## config.mk

```make
export PLATFORM = sky130hd
export DESIGN_NAME = add16u_err_monitor
export DESIGN_NICKNAME = d
export VERILOG_FILES = /design/src/rtl/add16u_err_monitor.sv
export SDC_FILE = /design/constraint.sdc
export NUM_CORES = 1
export LEC_CHECK = 0
export ABC_AREA = 1
export ABC_CLOCK_PERIOD_IN_PS = 7000
export CAP_MARGIN = 10
export CORE_MARGIN = 2
export CORE_UTILIZATION = 54
export DETAILED_ROUTE_END_ITERATION = 16
export HOLD_SLACK_MARGIN = 0.15
export PLACE_DENSITY_LB_ADDON = 0.12
export SLEW_MARGIN = 10
export SYNTH_ARGS = -nofsm -noshare
export SYNTH_HDL_FRONTEND = slang
export SYNTH_SLANG_ARGS = --single-unit
```

## constraint.sdc

```tcl
create_clock -name clk -period 7 [get_ports clk]
set_input_delay 1.4 -clock clk [delete_from_list [all_inputs] [get_ports clk]]
set_output_delay 1.4 -clock clk [all_outputs]
set_load 0.005 [all_outputs]
```

## src/rtl/add16u_err_monitor.sv

```systemverilog
// add16u_err_monitor
// Streaming error-metric collector for 16-bit unsigned approximate adders.
// Each accepted sample (a, b, o_approx) is compared against the exact sum
// a+b. Over a window of 2^LOG2_SAMPLES accepted samples the block collects:
//   wce     - worst-case absolute error
//   err_sum - summed absolute error
//   err_cnt - number of erroneous samples
//   sq_sum  - summed squared error (only when ERR_MSE_EN is defined;
//             otherwise the port is tied to zero and no multiplier exists)
// Optional feature macro: ERR_MSE_EN
// Pipeline: S1 input register, S2 exact sum / abs error, S3 accumulate.
module add16u_err_monitor #(
   parameter int LOG2_SAMPLES = 16
) (
   input  logic                        clk,
   input  logic                        rst_n,
   input  logic                        start,
   input  logic                        in_valid,
   output logic                        in_ready,
   input  logic [15:0]                 a,
   input  logic [15:0]                 b,
   input  logic [16:0]                 o_approx,
   output logic                        busy,
   output logic                        done,
   output logic [16:0]                 wce,
   output logic [17+LOG2_SAMPLES-1:0]  err_sum,
   output logic [LOG2_SAMPLES:0]       err_cnt,
   output logic [34+LOG2_SAMPLES-1:0]  sq_sum
);

   localparam int DATA_W = 16;
   localparam int ERR_W  = DATA_W + 1;
   localparam int SUM_W  = ERR_W + LOG2_SAMPLES;
   localparam int CNT_W  = LOG2_SAMPLES + 1;
   localparam int SQ_W   = 2 * ERR_W + LOG2_SAMPLES;

   typedef enum logic [1:0] {
      ST_IDLE  = 2'd0,
      ST_RUN   = 2'd1,
      ST_DRAIN = 2'd2,
      ST_DONE  = 2'd3
   } state_t;

   // Absolute difference of two 17-bit unsigned values, computed on an
   // 18-bit signed difference so that the subtraction can never wrap.
   function automatic logic [ERR_W-1:0] abs_err(input logic [ERR_W-1:0] x,
                                                input logic [ERR_W-1:0] y);
      logic signed [ERR_W:0] diff;
      diff = $signed({1'b0, x}) - $signed({1'b0, y});
      if (diff < 0) begin
         abs_err = ERR_W'(-diff);
      end else begin
         abs_err = ERR_W'(diff);
      end
   endfunction

   state_t                    state_q;
   logic                      busy_q;
   logic                      done_q;
   logic [LOG2_SAMPLES-1:0]   smp_cnt_q;

   logic                      accept;
   logic                      clr;
   logic                      last_accept;

   // S1 registers
   logic [DATA_W-1:0]         a_p1_q;
   logic [DATA_W-1:0]         b_p1_q;
   logic [ERR_W-1:0]          o_p1_q;
   logic                      vld_p1_q;

   // S2 registers and combinational inputs
   logic [ERR_W-1:0]          exact_p1;
   logic [ERR_W-1:0]          err_p1;
   logic [ERR_W-1:0]          err_p2_q;
   logic                      flag_p2_q;
   logic                      vld_p2_q;

   // S3 accumulators
   logic [ERR_W-1:0]          wce_q;
   logic [SUM_W-1:0]          err_sum_q;
   logic [CNT_W-1:0]          err_cnt_q;

   assign in_ready    = (state_q == ST_RUN);
   assign accept      = in_valid & in_ready;
   assign last_accept = accept & (smp_cnt_q == {LOG2_SAMPLES{1'b1}});
   assign clr         = start & ((state_q == ST_IDLE) | (state_q == ST_DONE));

   assign busy    = busy_q;
   assign done    = done_q;
   assign wce     = wce_q;
   assign err_sum = err_sum_q;
   assign err_cnt = err_cnt_q;

   // Window control FSM with registered busy/done and the accepted-sample counter
   always_ff @(posedge clk or negedge rst_n) begin
      if (!rst_n) begin
         state_q   <= ST_IDLE;
         busy_q    <= 1'b0;
         done_q    <= 1'b0;
         smp_cnt_q <= '0;
      end else begin
         case (state_q)
            ST_IDLE, ST_DONE: begin
               if (start) begin
                  state_q   <= ST_RUN;
                  busy_q    <= 1'b1;
                  done_q    <= 1'b0;
                  smp_cnt_q <= '0;
               end
            end
            ST_RUN: begin
               if (accept) begin
                  smp_cnt_q <= smp_cnt_q + LOG2_SAMPLES'(1);
               end
               if (last_accept) begin
                  state_q <= ST_DRAIN;
               end
            end
            ST_DRAIN: begin
               // Wait until the final sample has left both pipeline stages.
               if (!vld_p1_q && !vld_p2_q) begin
                  state_q <= ST_DONE;
                  busy_q  <= 1'b0;
                  done_q  <= 1'b1;
               end
            end
            default: begin
               state_q <= ST_IDLE;
               busy_q  <= 1'b0;
               done_q  <= 1'b0;
            end
         endcase
      end
   end

   // ---- S1: capture accepted sample ----
   // Valid bit for S1
   always_ff @(posedge clk or negedge rst_n) begin
      if (!rst_n) begin
         vld_p1_q <= 1'b0;
      end else begin
         vld_p1_q <= accept;
      end
   end

   // S1 data registers load only on an accepted sample
   always_ff @(posedge clk) begin
      if (accept) begin
         a_p1_q <= a;
         b_p1_q <= b;
         o_p1_q <= o_approx;
      end
   end

   // ---- S2: exact sum and absolute error ----
   assign exact_p1 = {1'b0, a_p1_q} + {1'b0, b_p1_q};
   assign err_p1   = abs_err(exact_p1, o_p1_q);

   // Valid bit for S2
   always_ff @(posedge clk or negedge rst_n) begin
      if (!rst_n) begin
         vld_p2_q <= 1'b0;
      end else begin
         vld_p2_q <= vld_p1_q;
      end
   end

   // S2 data registers: error magnitude and nonzero flag
   always_ff @(posedge clk) begin
      if (vld_p1_q) begin
         err_p2_q  <= err_p1;
         flag_p2_q <= (err_p1 != '0);
      end
   end

   // ---- S3: accumulate metrics ----
   // Worst-case, summed error and error count; cleared by an honoured start
   always_ff @(posedge clk or negedge rst_n) begin
      if (!rst_n) begin
         wce_q     <= '0;
         err_sum_q <= '0;
         err_cnt_q <= '0;
      end else if (clr) begin
         wce_q     <= '0;
         err_sum_q <= '0;
         err_cnt_q <= '0;
      end else if (vld_p2_q) begin
         if (err_p2_q > wce_q) begin
            wce_q <= err_p2_q;
         end
         err_sum_q <= err_sum_q + SUM_W'(err_p2_q);
         err_cnt_q <= err_cnt_q + CNT_W'(flag_p2_q);
      end
   end

`ifdef ERR_MSE_EN
   logic [2*ERR_W-1:0] sq_term_p2;
   logic [SQ_W-1:0]    sq_sum_q;

   assign sq_term_p2 = {{ERR_W{1'b0}}, err_p2_q} * {{ERR_W{1'b0}}, err_p2_q};
   assign sq_sum     = sq_sum_q;

   // Summed squared error, same clear/update rules as the other metrics
   always_ff @(posedge clk or negedge rst_n) begin
      if (!rst_n) begin
         sq_sum_q <= '0;
      end else if (clr) begin
         sq_sum_q <= '0;
      end else if (vld_p2_q) begin
         sq_sum_q <= sq_sum_q + SQ_W'(sq_term_p2);
      end
   end
`else
   assign sq_sum = '0;
`endif

endmodule

```

Word level (Yosys, flattened, before mapping) --
Cells that the tools add are included.
Operators by class: equal/unequal tests 8, muxes and demuxes 21, order comparisons 2, bitwise operators 4, add/subtract/negate cells 6, reductions and logical operators 14
Operators with widths (number):
- two-way mux 17 bit | 6
- two-way mux 33 bit | 2
- adder 33 x 17 -> 33 bit | 1
- two-way mux 16 bit | 2
- case mux 16 bit (2 select lines) | 1
- less-than comparator 18 x 1 -> 1 bit, second input constant | 1
- subtractor 17 x 17 -> 18 bit | 1
- adder 16 x 16 -> 17 bit | 1
- adder 17 x 1 -> 17 bit | 1
- greater-than comparator 17 bit | 1
- negator 17 bit | 1
- nonzero test 17 bit | 1
- adder 16 x 1 -> 16 bit, second input constant | 1
- == test 16 bit, second input constant | 1
- AND reduction 3 bit | 3
- nonzero test 2 bit | 4
- two-way mux 2 bit | 3
- case mux 2 bit (3 select lines) | 1
- == test 2 bit, second input constant | 2
- two-way mux 1 bit | 4
- != test 2 x 1 -> 1 bit, second input constant | 2
- != test 2 bit, second input constant | 2
- case mux 1 bit (2 select lines) | 2
- AND 1 bit | 3
- other kinds (7) | 8
Storage, ports and cells: register bits 156, output and inout bits 120, logic and storage cells 69

Depth between registers and ports, before layout --
Gate-level depths: netlist (run 1).
depth in word-level cells 5, gate-level depth with buffers 23, mapped depth without buffers 23

Least setup slack after synthesis (run 1) --
Ideal clock, no wire load.
path kind input -> register, start point in in_valid, end point reg smp_cnt_q[15], arrival time 3.768 ns, setup time 0.123 ns, setup slack 3.108 ns, buffers on the path 0, cell stages on the path 13, path through nand2_1 -> inv_1 -> o21ai_1 -> nor2_1 -> inv_1 -> nor2_1 -> nand3_1 -> inv_1 -> nand4_1 -> nor2_1 -> nand2_1 -> o21ai_0 -> a21oi_1
On the way: word-level cells in the longest chain between the ends 3
RTL lines:
- start: declaration | RTL line 18 | input logic in_valid,
- AND 1 bit | RTL line 85 | assign accept = in_valid & in_ready;
- named net accept | RTL line 62 | logic accept;
- != test 2 x 1 -> 1 bit (no line)
- AND reduction 3 bit (no line)
- end signal: assignment | RTL line 114 | smp_cnt_q <= smp_cnt_q + LOG2_SAMPLES'(1);
- end: declaration | RTL line 60 | logic [LOG2_SAMPLES-1:0] smp_cnt_q;
The timed path passes the listed nets, and every way through them passes these cells. A chain may end at the register's enable or synchronous reset.

Final worst setup path (run 1) --
start point in start, end point reg wce_q[15], in the netlist wce[15]
On the way: word-level cells in the longest chain between the ends 3
RTL lines:
- start: declaration | RTL line 17 | input logic start,
- AND 1 bit * | RTL line 87 | assign clr = start & ((state_q == ST_IDLE) | (state_q == ST_DONE));
- nonzero test 2 bit (no line)
- AND reduction 2 bit (no line)
- end signal: assignment | RTL line 190 | wce_q <= err_p2_q;
- end: declaration | RTL line 80 | logic [ERR_W-1:0] wce_q;
Mark *: on every way between the ends. The rest lies on a longest branch, timed or not.

==> results_dict.tcl, run 1 <==
set metrics [dict create \
    min_path_type "flip-flop to flip-flop" \
    routedWlPerCell_um 13.5 \
    postRouteAntennaNets 0 \
    setup-tns-final_ns 0 \
    power_frac_seq_pct 26.5 \
    whs_ns 0.469 \
    htree_levels 4 \
    antenna_found_initial 0 \
    cts_sinks 156 \
    synth-seq-cells 156 \
    core_region_area_um2 18600 \
    critPathSlowestCell "clkinv_1" \
    grt_max_degree 55 \
    switchingPower_mw 2.52 \
    slew_headroom_pct 43.9 \
    setup_viol 0 \
    hold_violations 0 \
    synth_edf_count 67 \
    rows 50 \
    die_w_um 142 \
    fillCellCount 1647 \
    crit_buf_inv 5 \
    drt-total-wl_mm 22.5 \
    drtIter0Drc 501 \
    fin_ws_ns 2.55 \
    ir_drop_mv 0.216 \
    cp_slowest_stage_delay_ns 0.59 \
    drv_slew 0 \
    power_mw 5.38 \
    ys_async_sr_fraction_pct 57.1 \
    combPwrFrac_pct 56.8 \
    grt_pass1_wl_mm 37.5 \
    ys.flop_type "dfrtp_1" \
    critPathCaptureType "flip-flop" \
    syn_to_final_growth_pct 18.2 \
    syn_area_um2 10300 \
    cts_max_path_buffers 2 \
    cts-root-buf "clkbuf_16" \
    synth_area_leader_cell "dfrtp_1" \
    path_cells "clkdlybuf4s50_1, nand2_1, buf_4, clkinv_1, nor2_1, buf_4, inv_1, nand3_1, nand2_1, nand3_1, o21ai_0" \
    cp-start-kind "primary input" \
    portBuffers 122 \
    post_cts_resized 0 \
    clkLatencyLatePin_ns 0.43 \
    synthTopCellsByCount "nand2_1, inv_1, nand3_1, nor2_1, dfrtp_1" \
    critPathKind "primary input to flip-flop" \
    drive_gt1_share_pct 6.45 \
    min_period_ns 4.45 \
    start_util_pct 55.0 \
    required_ns 7.27 \
    power_density_nw_per_um2 443 \
    routed-via-count 8737 \
    drv_cap 0 \
    timing.final.crit_share_pct 63.5 \
    die_area_um2 20100 \
    gr-usage-all-layers_pct 23.1 \
    clockPowerShare_pct 16.6 \
    cts_tree "yes" \
    detailedPlace.worstSlack_ns 2.22 \
    place_congestion 0.937 \
    tightestPinTransition_ns 0.839 \
    fin_skew_ns 0.0154 \
    path_clk_slew_ns 0.07 \
    fmax_mhz 225 \
    ys_top_cells_by_area "dfrtp_1, edfxtp_1, nand2_1, inv_1, ha_1" \
    grt_pass1_vias 8077 \
    fp.dieH_um 142 \
    synth_cell_types 47 \
    status "completed" \
    vias_per_cell 5.26 \
    synth-seq-area-share_pct 41.3 \
    cp_data_arrival_time_ns 4.71 \
    synth_top_area_share_pct 21.7 \
    path_max_fanout 41 \
    sw_frac_of_total_pct 46.9 \
    postCtsHoldBufs 0 \
    p_leak_nw 5.88 \
    overflow 0 \
    io_pins 173 \
    antenna_cells 0 \
    internal_power_mw 2.85 \
    drcViolationCount 0 \
    yosysWarningCount 0 \
    rsz0062_at_grt "false" \
    syn_inst 1282 \
    cts_made_buffers 17 \
    nNetsFinal 1543 \
    synth.avg_cell_area_um2 8.00 \
    place.detailed.hpwl_mm 17.3 \
    yosysMostFrequentCell "nand2_1" \
    postCtsSetupBuffers 0 \
    drtPass1Iterations 5 \
    path_delay_family "buffers and inverters" \
]
## placed cells by master (no fill, tap or decap), types with 19 or more instances in the layout
| cell | netlist | final |
|---|---|---|
| a21oi_1 | 77 | 77 |
| clkbuf_16 | 0 | 19 |
| clkdlybuf4s50_1 | 0 | 121 |
| conb_1 | 1 | 50 |
| dfrtp_1 | 89 | 89 |
| edfxtp_1 | 67 | 67 |
| ha_1 | 60 | 60 |
| inv_1 | 221 | 220 |
| nand2_1 | 270 | 270 |
| nand3_1 | 104 | 104 |
| nor2_1 | 90 | 90 |
| nor3_1 | 25 | 25 |
| o21ai_0 | 63 | 63 |
## cell type report
type / count / area, µm² / area share, %
Tap cell: 234 / 293 / 2.42
Sequential cell: 156 / 4240 / 35.0
Timing Repair Buffer: 128 / 1260 / 10.4
Clock buffer: 21 / 493 / 4.07
Clock inverter: 11 / 78.8 / 0.650
Inverter: 232 / 871 / 7.18
Multi-Input combinational cell: 878 / 4880 / 40.3
## sequential cells by signal, summed over array words and instances (netlist names), 2 cells and up
register	count
o_p1_q	17
smp_cnt_q	16
b_p1_q	16
a_p1_q	16
state_q	2
err_sum	33
wce	17
err_cnt	17
err_p2_q	17
## worst paths after layout
kind,slack [ns],startpoint,end,depth (start not counted)
max reg2reg,3.18,state_q[0],wce[15],12
min reg2reg,0.47,err_cnt[16],err_cnt[16],1
min,0.47,err_cnt[16],err_cnt[16],1
max,2.55,start,wce[15],11
min in group asynchronous,0.93,rst_n,err_sum[1],1
max in group asynchronous,4.99,rst_n,vld_p1_q,2
## power by group through the flow
stage / sequential [mW] / clock, mW / combinational (mW)
floorplan: 1.39 / 0 / 2.27
global placement: 1.43 / 0 / 2.93
detailed placement: 1.44 / 0 / 3.01
CTS: 1.42 / 0.903 / 3.04
global route: 1.45 / 0.948 / 3.52
finish: 1.43 / 0.894 / 3.06
## metal layers
layer	wire, µm	vias to the layer above	global-route usage [%]
met2	11100	273	39.8
li1	-	4342	-
met5	0	-	0
met4	492	0	7.74
met3	1180	38	3.51
met1	9700	4084	30.0
## through the flow
stage | area [µm²] | utilization [%] | std cells
3_5_place_dp | 11500 | 61.9 | 1628
6_report | 12100 | 65.0 | 1660
3_3_place_gp | 11500 | 61.9 | 1628
4_1_cts | 12100 | 65.0 | 1660
5_1_grt | 12100 | 65.0 | 1660
2_1_floorplan | 10400 | - | 1331
## cells by family (layout without fill, tap and decap cells)
| logic type | after synthesis | after routing | synth area share, % |
|---|---|---|---|
| XOR/XNOR | 9 | 9 | 0.769 |
| adder cells (fa/ha/maj) | 77 | 77 | 10.6 |
| buffers and inverters | 297 | 392 | 12.8 |
| AND/OR/NAND/NOR | 554 | 554 | 23.9 |
| other | 1 | 50 | 0.0366 |
| AO/OA/AOI/OAI | 188 | 188 | 10.4 |
| flip-flops | 156 | 156 | 41.3 |
Power figures use the tool's default switching activity.
==> run 2: changes to the inputs <==
- ABC_CLOCK_PERIOD_IN_PS: 7000 -> 3850
- CORE_UTILIZATION: 54 -> 49
- clock period: 7 -> 3.85 ns (I/O delays scaled with it)
==> run 2 against run 1 <==
  * Clock skew shrank 0.0039 ns
  * Register-to-register slack worse by 2.7 ns
  * Critical path depth is 7 higher
  * Final area is 0.77% higher
  * Combinational power increased by 81%
  * Worst setup slack got worse by 2.1 ns
  * Sequential power increased by 83%
  * Clock power up 94%
  * Critical path type is now flip-flop to flip-flop
  * Critical endpoint is now flag_p2_q
  * Largest power group unchanged
==> results_dict.tcl, run 2 (synthesized netlist as in run 1, its figures left out) <==
set metrics [dict create \
    status "completed" \
    critPathKind "flip-flop to flip-flop" \
    cts-root-buf "clkbuf_16" \
    critPathCaptureType "flip-flop" \
    multi_input_area_um2 4880 \
    final_common_cell "nand2_1" \
    start_util_pct 50.3 \
    seqCellArea_um2 4240 \
    drcViolationCount 0 \
    overflow 0 \
    drtIter0Drc 469 \
    rsz0062_at_grt "false" \
    cp_data_arrival_time_ns 3.54 \
    cts_made_buffers 17 \
    drv_cap 0 \
    drive_gt1_share_pct 6.45 \
    postCtsHoldBufs 0 \
    switchingPower_mw 4.58 \
    whs_ns 0.477 \
    core_region_area_um2 20400 \
    grt_max_degree 74 \
    min_path_type "primary input to async pin" \
    die_area_um2 22100 \
    path_clk_slew_ns 0.07 \
    hold_violations 0 \
    cts_max_path_buffers 2 \
    min_period_ns 3.37 \
    gr-usage-all-layers_pct 21.3 \
    routed-via-count 8527 \
    power_mw 9.89 \
    fin_skew_ns 0.0115 \
    required_ns 4.02 \
    clockPowerShare_pct 17.5 \
    cp-start-kind "flip-flop" \
    place_congestion 0.884 \
    slew_headroom_pct 35.2 \
    internal_power_mw 5.32 \
    fp.dieH_um 149 \
    setup-tns-final_ns 0 \
    tightestPinTransition_ns 0.970 \
    clkLatencyLatePin_ns 0.43 \
    fillCellCount 1840 \
    htree_levels 4 \
    portBuffers 122 \
    antenna_cells 0 \
    setup_viol 0 \
    syn_to_final_growth_pct 19.1 \
    power_frac_seq_pct 26.5 \
    power_density_nw_per_um2 810 \
    layout_common_cells "nand2_1, inv_1, clkdlybuf4s50_1" \
    drtPass1Iterations 7 \
    cts_tree "yes" \
    rows 52 \
    postRouteAntennaNets 0 \
    cts_sinks 156 \
    io_pins 173 \
    p_leak_nw 5.90 \
    ir_drop_mv 0.362 \
    path_max_fanout 4 \
    post_cts_resized 0 \
    drv_slew 0 \
    vias_per_cell 5.02 \
    routedWlPerCell_um 13.4 \
    largest_register_ffs 33 \
    grt_pass1_wl_mm 37.9 \
    nNetsFinal 1544 \
    combPwrFrac_pct 56.0 \
    die_w_um 149 \
    place.detailed.hpwl_mm 17.6 \
    grt_pass1_vias 8019 \
    drt-total-wl_mm 22.7 \
    place_area_um2 11600 \
    sw_frac_of_total_pct 46.3 \
    fmax_mhz 297 \
    timing.final.crit_share_pct 87.5 \
    stdcell_area_um2 12200 \
    postCtsSetupBuffers 0 \
    antenna_found_initial 0 \
]
## run 2: per-layer routing
metal	global-route usage, %	up-vias	part of all wire [%]
met4	5.57	0	1.7
met5	0	-	0
met2	36.7	210	49
met1	28.0	3937	44
met3	3.77	33	4.8
li1	-	4347	-
## run 2: path summary, 6_finish.rpt
check	startpoint	end	slack (ns)	cells past startpoint
setup / recovery	o_p1_q[0]	flag_p2_q	0.48	18
hold / removal	rst_n	wce[1]	0.48	1
setup reg to reg	o_p1_q[0]	flag_p2_q	0.48	18
hold reg to reg	err_cnt[16]	err_cnt[16]	0.48	1
max in group asynchronous	rst_n	smp_cnt_q[15]	2.67	2
min in group clk	err_cnt[16]	err_cnt[16]	0.48	1
## run 2: stage by stage
stage | util, % | std cells | setup WS [ns]
after floorplan | - | 1331 | 0.588
after global placement | 57.0 | 1665 | 0.498
after detailed placement | 57.0 | 1665 | 0.473
after CTS | 60.0 | 1697 | 0.436
after global routing | 60.0 | 1697 | 0.0900
final | 60.0 | 1697 | 0.481
## run 2: critical path: stages (launching register included)
cell	delay [ns]
edfxtp_1	0.37
ha_1	0.27
inv_1	0.05
ha_1	0.26
inv_1	0.09
fa_1	0.57
ha_1	0.21
a21boi_2	0.21
nand3_1	0.12
nor2_1	0.11
nand2_1	0.12
nor2_4	0.13
nand2_2	0.07
nand2_2	0.09
nand2_1	0.06
nand2_1	0.08
nand3_1	0.08
a21oi_1	0.12
nand3_1	0.08
## run 2: power by group through the flow
| stage | sequential, mW | combinational, mW | clock (mW) |
|---|---|---|---|
| floorplan | 2.53 | 4.12 | 0 |
| global route | 2.66 | 6.35 | 1.83 |
| CTS | 2.62 | 5.54 | 1.76 |
| finish | 2.62 | 5.54 | 1.73 |
| global placement | 2.64 | 5.42 | 0 |
| detailed placement | 2.65 | 5.50 | 0 |
## run 2: layout make-up
type                       count  area share, %
tap                          270           2.77
sequential                   156           34.7
inverter                     232           7.13
multi-input combinational    878           40.0
clock buffer                  25           4.45
timing repair buffer         129           10.4
clock inverter                 7          0.574
==> run 3: changes to the inputs <==
- CORE_ASPECT_RATIO: unset -> 1.75
- GPL_TIMING_DRIVEN: unset -> 0
==> run 3 against run 2 <==
  * Clock power is essentially flat
  * Worst hold slack lost 0.19 ns
  * Largest cell class unchanged
  * Worst setup slack lost 0.0036 ns
  * Non-clock buffer count grew 60
==> results_dict.tcl, run 3 (synthesized netlist as in run 1, its figures left out) <==
set metrics [dict create \
    syn_to_final_growth_pct 23.3 \
    gr-usage-all-layers_pct 23.1 \
    rr_endpoint "flag_p2_q" \
    reg2reg_depth 19 \
    tightestPinTransition_ns 1.02 \
    fin_ws_ns 0.477 \
    vias_per_cell 5.08 \
    cp-start-kind "flip-flop" \
    status "completed" \
    drv_cap 0 \
    min_period_ns 3.37 \
    grt_max_degree 58 \
    hold_violations 0 \
    final_common_cell "nand2_1" \
    cts_sinks 156 \
    routed-via-count 8827 \
    postCtsSetupBuffers 0 \
    timing.final.crit_share_pct 87.6 \
    drtPass1Iterations 5 \
    clkLatencyLatePin_ns 0.44 \
    reg2reg_setup_slack_ns 0.48 \
    antenna_found_initial 0 \
    path_clk_slew_ns 0.06 \
    p_leak_nw 6.19 \
    rsz0062_at_grt "false" \
    power_density_nw_per_um2 796 \
    htree_levels 4 \
    place_congestion 0.919 \
    io_pins 173 \
    routedWlPerCell_um 14.0 \
    multi_input_area_um2 4880 \
    drt-total-wl_mm 24.4 \
    cp_data_arrival_time_ns 3.56 \
    fin_skew_ns 0.0185 \
    cts_made_buffers 17 \
    core_region_area_um2 20800 \
    endpoint "flag_p2_q" \
    whs_ns 0.285 \
    post_cts_resized 0 \
    detailedPlace.worstSlack_ns 0.447 \
    setup_viol 0 \
    ir_drop_mv 0.419 \
    grt_use_met3_pct 3.32 \
    drv_slew 0 \
    stdcell_area_um2 12600 \
    drcViolationCount 0 \
    setup-tns-final_ns 0 \
    cts_max_path_buffers 2 \
    drtIter0Drc 392 \
    cts-root-buf "clkbuf_16" \
    required_ns 4.03 \
    overflow 0 \
    portBuffers 122 \
    start_util_pct 49.4 \
    layout_common_cells "nand2_1, inv_1, clkdlybuf4s50_1" \
    fmax_mhz 297 \
    drive_gt1_share_pct 9.28 \
    largest_register_ffs 33 \
    r2r-start "b_p1_q[0]" \
    met2_usage_pct 46.7 \
    cp-startpoint "b_p1_q[0]" \
    power_mw 10.1 \
    grt_pass1_vias 8700 \
    antenna_cells 0 \
    place_area_um2 12000 \
    fp.dieH_um 195 \
    min_path_type "primary input to async pin" \
    slew_headroom_pct 31.8 \
    rows 70 \
    fillCellCount 1903 \
    critPathKind "flip-flop to flip-flop" \
    grt_pass1_wl_mm 40.2 \
    place.detailed.hpwl_mm 19.9 \
    postRouteAntennaNets 0 \
    die_area_um2 22100 \
    seqCellArea_um2 4240 \
    postCtsHoldBufs 0 \
    path_max_fanout 4 \
    nNetsFinal 1604 \
    top_usage_layer "met2" \
    die_w_um 113 \
    cts_tree "yes" \
    use_met1_pct 22.0 \
    critPathCaptureType "flip-flop" \
]
[run 3: cell count changes in the layout (fill, tap and decap cells not counted), sizes merged]
| cell | previous run | this run |
|---|---|---|
| bufinv | 1 | 2 |
| clkbuf | 25 | 35 |
| clkinv | 4 | 6 |
| inv | 233 | 232 |
| buf | 8 | 56 |
[run 3: cell type report]
cell class | instances | share of cell area [%]
tap | 252 | 2.49
timing repair buffer | 124 | 10.0
buffer | 65 | 3.51
clock inverter | 9 | 0.812
multi-input combinational | 878 | 38.6
sequential | 156 | 33.5
inverter | 232 | 6.89
clock buffer | 23 | 4.13
[run 3: through the flow]
step           instances  utilization (%)
2_1_floorplan       1331                -
3_5_place_dp        1707             57.9
4_1_cts             1739             60.9
6_report            1739             60.9
3_3_place_gp        1705             57.7
5_1_grt             1739             60.9
[run 3: how the worst min path moves through the flow]
stage	start	to	slack, ns	depth (start not counted)
2_1_floorplan	smp_cnt_q[12]	smp_cnt_q[12]	0.46	1
3_3_place_gp	err_cnt[16]	err_cnt[16]	0.45	1
3_5_place_dp	err_cnt[16]	err_cnt[16]	0.46	1
4_1_cts	rst_n	err_sum[23]	0.29	1
5_1_grt	rst_n	busy	0.31	1
6_report	rst_n	err_sum[23]	0.29	1
[run 3: metal layers]
metal  part of all wire, %  wire (µm)  vias to the layer above
met5                     0          0                        -
met4                   3.6        885                        0
met3                   2.9        699                       58
met2                    58      14200                      214
met1                    35       8590                     4079
li1                      -          -                     4476
[run 3: power by group]
group | switching (mW) | internal [mW]
logic | 3.67 | 2.06
registers | 0.302 | 2.27
clock network | 0.677 | 1.08
[run 3: critical path, cell delays in order (launching register included)]
cell and delay, ns:
edfxtp_1 0.36, inv_1 0.07, ha_1 0.22, inv_1 0.05, ha_1 0.23, inv_1 0.07
fa_1 0.56, ha_1 0.20, a21boi_2 0.23, nand3_1 0.13, nor2_1 0.12, nand2_1 0.13
nor2_4 0.13, nand2_2 0.07, nand2_2 0.09, nand2_1 0.05, nand2_1 0.07, nand3_1 0.11
a21oi_1 0.14, nand3_1 0.08
